$ cat config.mk
export PLATFORM = sky130hd
export DESIGN_NAME = alu_exec_unit
export DESIGN_NICKNAME = d
export VERILOG_FILES = /design/src/rtl/alu_exec_unit.sv
export SDC_FILE = /design/constraint.sdc
export NUM_CORES = 1
export LEC_CHECK = 0
export CAP_MARGIN = 5
export CORE_UTILIZATION = 29
export CTS_CLUSTER_SIZE = 12
export DETAILED_ROUTE_END_ITERATION = 8
export GPL_ROUTABILITY_DRIVEN = 0
export GPL_TIMING_DRIVEN = 0
export SYNTH_ARGS = -nofsm -noshare
export SYNTH_HDL_FRONTEND = slang
export SYNTH_SLANG_ARGS = --single-unit
$ cat constraint.sdc
create_clock -name clk_i -period 5.47 [get_ports clk_i]
set_clock_uncertainty 0.1 [all_clocks]
set_input_delay 0.8205 -clock clk_i [delete_from_list [all_inputs] [get_ports clk_i]]
set_output_delay 0.8205 -clock clk_i [all_outputs]
set_load 0.05 [all_outputs]
$ cat src/rtl/alu_exec_unit.sv
// Execute-stage ALU datapath. Single-cycle logic/arithmetic/compare ops
// register their result on the accept edge; MULT runs as a WIDTH-iteration
// unsigned shift-add sequence, during which ready_o/stall_o hold off new work.
module alu_exec_unit #(
    parameter int WIDTH = 32
) (
    input  logic             clk_i,
    input  logic             rst_i,
    input  logic             valid_i,
    input  logic [3:0]       ctrl_i,
    input  logic [WIDTH-1:0] src1_i,
    input  logic [WIDTH-1:0] src2_i,
    output logic             ready_o,
    output logic             stall_o,
    output logic             done_o,
    output logic [WIDTH-1:0] result_o,
    output logic             zero_o,
    output logic             branch_o
);

    localparam int CNT_W = $clog2(WIDTH + 1);

    localparam logic [3:0] OP_AND  = 4'b0000;
    localparam logic [3:0] OP_OR   = 4'b0001;
    localparam logic [3:0] OP_ADD  = 4'b0010;
    localparam logic [3:0] OP_BNEQ = 4'b0011;
    localparam logic [3:0] OP_BGEQ = 4'b0100;
    localparam logic [3:0] OP_BGT  = 4'b0101;
    localparam logic [3:0] OP_SUB  = 4'b0110;
    localparam logic [3:0] OP_SLT  = 4'b0111;
    localparam logic [3:0] OP_MULT = 4'b1000;

    typedef enum logic {
        S_IDLE = 1'b0,
        S_MUL  = 1'b1
    } state_t;

    state_t state_q;
    state_t state_d;

    // Shift-add working registers (stage p1 = multiply iteration stage)
    logic [WIDTH-1:0] mcand_p1;
    logic [WIDTH-1:0] mplier_p1;
    logic [WIDTH-1:0] acc_p1;
    logic [CNT_W-1:0] cnt_p1;
    logic [WIDTH-1:0] acc_sum;

    logic accept;
    logic is_mult;
    logic last_iter;

    // Single-cycle result; compares treat both operands as two's complement
    function automatic logic [WIDTH-1:0] alu_result(
        input logic [3:0]              op,
        input logic signed [WIDTH-1:0] a,
        input logic signed [WIDTH-1:0] b
    );
        logic [WIDTH-1:0] r;
        case (op)
            OP_AND:  r = a & b;
            OP_OR:   r = a | b;
            OP_ADD:  r = a + b;
            OP_SUB,
            OP_BNEQ,
            OP_BGEQ,
            OP_BGT:  r = a - b;
            OP_SLT:  r = {{(WIDTH-1){1'b0}}, (a < b)};
            default: r = '0;
        endcase
        return r;
    endfunction

    // Branch condition; zero for every non-branch code
    function automatic logic alu_branch(
        input logic [3:0]              op,
        input logic signed [WIDTH-1:0] a,
        input logic signed [WIDTH-1:0] b
    );
        logic br;
        case (op)
            OP_BNEQ: br = (a != b);
            OP_BGEQ: br = (a >= b);
            OP_BGT:  br = (a > b);
            default: br = 1'b0;
        endcase
        return br;
    endfunction

    assign accept    = valid_i && (state_q == S_IDLE);
    assign is_mult   = (ctrl_i == OP_MULT);
    assign last_iter = (state_q == S_MUL) && (cnt_p1 == CNT_W'(WIDTH - 1));
    assign acc_sum   = acc_p1 + (mplier_p1[0] ? mcand_p1 : '0);

    // State register
    always_ff @(posedge clk_i) begin
        if (rst_i) begin
            state_q <= S_IDLE;
        end else begin
            state_q <= state_d;
        end
    end

    // Next-state: enter MUL on a mult accept, leave after the final iteration
    always_comb begin
        state_d = state_q;
        case (state_q)
            S_IDLE:  if (accept && is_mult) state_d = S_MUL;
            S_MUL:   if (last_iter)         state_d = S_IDLE;
            default: state_d = S_IDLE;
        endcase
    end

    // Handshake outputs decoded from registered state only
    always_comb begin
        ready_o = (state_q == S_IDLE);
        stall_o = (state_q != S_IDLE);
    end

    // Stage p0 -> p1: result/flag/done registers and the iteration counter
    always_ff @(posedge clk_i) begin
        if (rst_i) begin
            done_o   <= 1'b0;
            result_o <= '0;
            zero_o   <= 1'b1;
            branch_o <= 1'b0;
            cnt_p1   <= '0;
        end else begin
            done_o <= 1'b0;
            if (state_q == S_IDLE) begin
                if (accept && is_mult) begin
                    cnt_p1 <= '0;
                end else if (accept) begin
                    result_o <= alu_result(ctrl_i, src1_i, src2_i);
                    zero_o   <= (alu_result(ctrl_i, src1_i, src2_i) == '0);
                    branch_o <= alu_branch(ctrl_i, src1_i, src2_i);
                    done_o   <= 1'b1;
                end
            end else begin
                cnt_p1 <= cnt_p1 + 1'b1;
                if (last_iter) begin
                    result_o <= acc_sum;
                    zero_o   <= (acc_sum == '0);
                    branch_o <= 1'b0;
                    done_o   <= 1'b1;
                end
            end
        end
    end

    // Shift-add datapath: latch operands on a mult accept, iterate while in MUL
    always_ff @(posedge clk_i) begin
        if (state_q == S_IDLE) begin
            if (accept && is_mult) begin
                mcand_p1  <= src1_i;
                mplier_p1 <= src2_i;
                acc_p1    <= '0;
            end
        end else begin
            acc_p1    <= acc_sum;
            mcand_p1  <= mcand_p1 << 1;
            mplier_p1 <= mplier_p1 >> 1;
        end
    end

endmodule
After elaboration in Yosys (flattened, before gate mapping)
Cells that the tools add are included.

Bits in registers: 138. Latch bits: 0. RAM bits: 0. Memory bits (read-only): 0. Output and inout port bits: 37. Memories kept: 0.

$add $sub $neg: 4. Multiply operators: 0. Div/mod/pow operators: 0. Magnitude comparators: 3. Eq/ne operators: 12. Shifts and indexed selects: 0. Muxes and demuxes: 32. Bitwise operators: 3. Reduce and logical (&&, ||, !) cells: 10.

Operators by type and width (number): $mux 32 (11); $pmux 32 s5 (1); $add 32x32->32 (2); $logic_not 32->1 (2); $mux 31 (2); $and 32x32->32 (1); $ge 32x32->1 (1); $gt 32x32->1 (1); $lt 32x32->1 (1); $ne 32x32->1 (1); $or 32x32->32 (1); $sub 32x32->32 (1); $eq 4x3->1 const B (4); $mux 1 (14); $mux 6 (2); $eq 4x2->1 const B (2); $add 6x1->6 const B (1); $eq 6x5->1 const B (1); $eq 4x1->1 const B (1); $eq 4x4->1 const B (1); $logic_not 4->1 (1); $reduce_bool 2->1 (2); $reduce_or 4->1 (1); $logic_and 1x1->1 (3); other kinds (6) (6).

Depth between registers and ports, before layout
Depth after elaboration: 11. Depth in mapped cells: 15.

Worst setup path after synthesis
Ideal clock, no wire load.

Kind: input to register. From: in ctrl_i[1]. To: reg cnt_p1[2]. Library setup time: 240 ps. Arrival: 4105 ps. Required time: 5130 ps. Slack: 1025 ps. Cell stages on the path: 6. Path buffers: 1. Path through: buf_2 > or4b_2 > nor3b_1 > nor2_1 > inv_1 > a311oi_1.

Cells in the longest elaborated chain, start to end: 3.

Ends and longest elaborated chain: from (decl) (line 10) `input logic [3:0] ctrl_i,`; $eq 4x4->1 (line 90) `assign is_mult = (ctrl_i == OP_MULT);`; $logic_and 1x1->1 (line 130) `if (accept && is_mult) begin`; $reduce_bool 2->1 (no line); to (signal assigned) (line 139) `cnt_p1 <= cnt_p1 + 1'b1;`; to (decl) (line 45) `logic [CNT_W-1:0] cnt_p1;`.

No other way between the ends. A chain may end at the register's enable or synchronous reset.

Worst setup path in the final report
From: in src1_i[19]. To: reg zero_o.

Cells in the longest elaborated chain, start to end: 10. Elaborated cells on any way between the ends: 14.

Ends and longest elaborated chain: from (decl) (line 11) `input logic [WIDTH-1:0] src1_i,`; $sub 32x32->32 (tied with other cells) (line 66) `OP_BGT: r = a - b;`; $pmux 32 s5 (*) (line 59) `case (op)`; $mux 32 (*) (line 132) `end else if (accept) begin`; $mux 32 (*) (line 130); $mux 32 (*) (line 129) `if (state_q == S_IDLE) begin`; $mux 32 (*) (line 121) `if (rst_i) begin`; $logic_not 32->1 (*) (line 134) `zero_o <= (alu_result(ctrl_i, src1_i, src2_i) == '0);`; $mux 1 (*) (line 132); $mux 1 (*) (line 130); $mux 1 (*) (line 129); to (signal assigned) (line 134); to (signal assigned) (line 142) `zero_o <= (acc_sum == '0);`; to (decl) (line 17) `output logic zero_o,`.

Every way passes the cells marked *; elsewhere a longest branch is shown, timed or not. The select of a mux whose other input is x is not followed.

==> impl_metrics.csv <==
group,metric,value,unit
die,io_pins,108,
placed_design,portBuffers,104,
die,die_y,217,µm
route,via_per_inst,5.68,
worst_setup_path,timing.critical_path.mode_cell,"nor4_1",
timing,fmax,194,MHz
logic_synthesis,synth_adder_area_share,12.7,%
placed_design,dp_hpwl,39800,µm
route,drt_iter0_markers,1365,
route,ant_nets,0,
timing,finalSetupViolCount,0,
status,outcome,"completed",
logic_synthesis,ys_ff_latch,138,
global_route,antenna_found_initial,0,
global_route,grt_pass1_vias,12900,
finish,nets,1977,
route,vias,13500,
logic_synthesis,syn-instance-count,1647,
logic_synthesis,yosys.area.top_type,"edfxtp_1",
route,drt-wirelength-per-cell,21.1,µm
global_route,track_usage,21.1,%
timing,finalCritPeriodShare,94.0,%
finish,syn2layout_area_growth,18.5,%
timing,fin_crit,5.14,ns
clock_tree,cts_resized,0,
timing,worst_pin_slew,0.992,ns
worst_setup_path,crit_path_start_kind,"input pin",
logic_synthesis,synthArstFlopShare,0,%
timing,grt_setup_unrepaired,"no",
power_and_ir_drop,max-vdd-ir-drop,0.170,mV
logic_synthesis,synth-simple-area-share,19.9,%
timing,slew_headroom,32.0,%
die,start_util,29.5,%
power_and_ir_drop,p_int,0.00228,W
clock_tree,htree_levels,4,
clock_tree,clock-sinks,138,
global_route,grt_start_max_net_pins,70,
power_and_ir_drop,p_sw,0.00126,W
placed_design,dpl-instance-area,0.0152,mm²
global_route,gr-total-overflow,0,
power_and_ir_drop,power.leakage,6.30,nW
logic_synthesis,synth.distinct_cells,91,
min_path,hp-class,"reg2reg",
logic_synthesis,syn_area_per_cell,8.11,µm²
logic_synthesis,synth.area.mux_share,3.10,%
logic_synthesis,synth_compound_area_share,27.9,%
worst_setup_path,cp-end-kind,"flop",
logic_synthesis,syn-cell-area,0.0134,mm²
die,core,0.0454,mm²
logic_synthesis,synth_top_family_by_area,"compound AO/OA/AOI/OAI gates",
worst_setup_path,required,5.73,ns
timing,finalHoldViolations,0,
worst_setup_path,path_cells,"clkdlybuf4s50_1 -> inv_1 -> ha_1 -> clkbuf_1 -> nor4_1 -> nand3_1 -> nor2_1 -> o211ai_1 -> a31o_2 -> a32o_1 -> a41oi_1 -> nand2_1 -> nor4_1 -> nand4_1 -> o31ai_1",
logic_synthesis,synth-xor-area-share,1.64,%
power_and_ir_drop,power.total,0.00354,W
power_and_ir_drop,seqPwrFrac,33.2,%
route,dr.pass1.iters,6,
logic_synthesis,synth_fp_nets,1852,
die,dieArea,0.0470,mm²
clock_tree,clock_tree.root_cell,"clkbuf_16",
global_route,grt_first_pass_wirelength,76300,µm
clock_tree,cts_max_path_buffers,2,
finish,post-route-cell-area,0.0158,mm²
finish,drive_above_1_share,5.83,%
worst_setup_path,critPathMaxStageDelay,0.82,ns
worst_setup_path,cp_slowest_cell,"nor4_1",
timing,hold_ws,0.347,ns
power_and_ir_drop,clock_power_share,36.1,%
run,maxCapViolations,0,
logic_synthesis,yosysSeqAreaShare,27.7,%
worst_setup_path,path_class,"in2reg",
clock_tree,path_clk_slew,0.06,ns
power_and_ir_drop,combPwrFrac,30.7,%
die,rows,78,
clock_tree,cts_setup_buffers,0,
clock_tree,clk_latency,0.45,ns
finish,seqCellArea,0.00370,mm²
worst_setup_path,critPathMaxFanout,10,
logic_synthesis,ys_top_cells_by_area,"edfxtp_1 (21%), ha_1 (12%), dfxtp_1 (6.6%)",
logic_synthesis,synth_top_area_share,21.1,%
clock_tree,cts_tree,"yes",
worst_setup_path,worstPathArrival,5.41,ns
logic_synthesis,ys_warn_count,0,
power_and_ir_drop,power_density,224,mW/mm²
finish,nFillCells,4724,
logic_synthesis,synth-main-ff-cell,"edfxtp_1",
route,drt_wl_total,50200,µm
clock_tree,postCtsHoldBufs,0,
route,drc_errors,0,
finish,post-route-util,34.9,%
placed_design,dpl_worst_slack,0.0275,ns
logic_synthesis,synth_edf_count,94,
timing,final.setup.worst_slack,0.326,ns
die,die_w,217,µm
power_and_ir_drop,swShare,35.6,%
finish,multi_input_area,0.00873,mm²
timing,drv_slew,0,
clock_tree,cts_buffers,17,
-- power groups by stage --
stage	Combinational [W]	Clock, W	Sequential, W
6_report	0.00109	0.00128	0.00118
5_1_grt	0.00117	0.00132	0.00118
4_1_cts	0.00106	0.00129	0.00118
3_5_place_dp	0.00106	0	0.00120
3_3_place_gp	0.00105	0	0.00120
2_1_floorplan	0.000617	0	0.00127
-- cells in the final DEF (no fill, tap or decap), types with 35 or more instances in the layout --
master | netlist | layout
nand2_1 | 151 | 151
inv_1 | 139 | 138
nor2_1 | 131 | 131
ha_1 | 131 | 131
a21oi_1 | 129 | 129
clkdlybuf4s50_1 | 0 | 104
o21ai_0 | 95 | 95
edfxtp_1 | 94 | 94
clkbuf_1 | 65 | 66
and2_1 | 59 | 59
dfxtp_1 | 44 | 44
mux2i_1 | 38 | 38
a22o_1 | 35 | 35
-- critical path: cells and delay by family --
| kind | cells | cell delay [ns] |
|---|---|---|
| and+or+nand+nor | 6 | 1.85 |
| AOI/OAI and AO/OA | 5 | 1.43 |
| buffers and inverters | 3 | 1.00 |
| adders and majority gates | 1 | 0.30 |
-- layout make-up --
cell class,instances,share of cell area [%]
Clock buffer,23,3.43
Sequential cell,138,23.4
Antenna cell,1,0.0158
Inverter,143,3.40
Timing Repair Buffer,106,6.79
Tap cell,600,4.74
Clock inverter,9,0.592
Buffer,94,2.54
Multi-Input combinational cell,1272,55.1
-- state kept, by name, indices dropped and copies added (netlist names) --
signal     flops
done_o         1
cnt_p1         6
mcand_p1      32
result_o      32
zero_o         1
mplier_p1     32
stall_o        1
acc_p1        32
branch_o       1
-- Yosys cell counts (8+ instances only) --
library cell	number
nand2b_1	16
o31a_1	8
o21bai_1	10
a21o_1	32
buf_2	16
and2_1	59
nand4_1	19
o211ai_1	20
o22ai_1	10
inv_1	139
a221oi_1	13
nor3_1	33
nor2_1	131
a311oi_1	8
and3_1	11
a211oi_1	25
nand2_1	151
dfxtp_1	44
o21ai_0	95
a22o_1	35
a21oi_1	129
ha_1	131
a221o_1	10
nor2b_1	17
nor4_1	20
o221a_2	8
edfxtp_1	94
o221ai_1	8
clkbuf_1	65
o31ai_1	15
xnor2_1	19
o21ai_1	9
o21a_1	16
nand3_1	31
a31oi_1	12
mux2i_1	38
-- layer usage --
layer / up-vias / GRT usage (%) / wire length (µm)
met3: 107 / 2.98 / 4130
met4: 0 / 9.53 / 2050
met2: 677 / 34.6 / 23000
met5: - / 0 / 0
met1: 6455 / 27.3 / 21000
li1: 6303 / - / -
-- cells by family after synthesis --
family / Yosys count
buffers and inverters: 237
AND/OR/NAND/NOR: 536
multiplexers: 41
AO/OA/AOI/OAI: 536
adder cells (fa/ha/maj): 134
XOR/XNOR: 25
flip-flops: 138
-- through the flow --
step	std cells	TNS, ns
finish	2386	0
global route	2385	0
CTS	2385	0
detailed placement	2353	0
global placement	2351	-48.45
floorplan	1647	0
-- worst paths after layout --
check / from / end / slack (ns) / depth (start not counted)
max: src1_i[19] / zero_o / 0.33 / 15
min: result_o[12] / result_o[12] / 0.35 / 2
max reg2reg: mplier_p1[0] / zero_o / 0.75 / 14
min reg2reg: result_o[12] / result_o[12] / 0.35 / 2
Note: power is estimated with default switching activity, not from simulation.
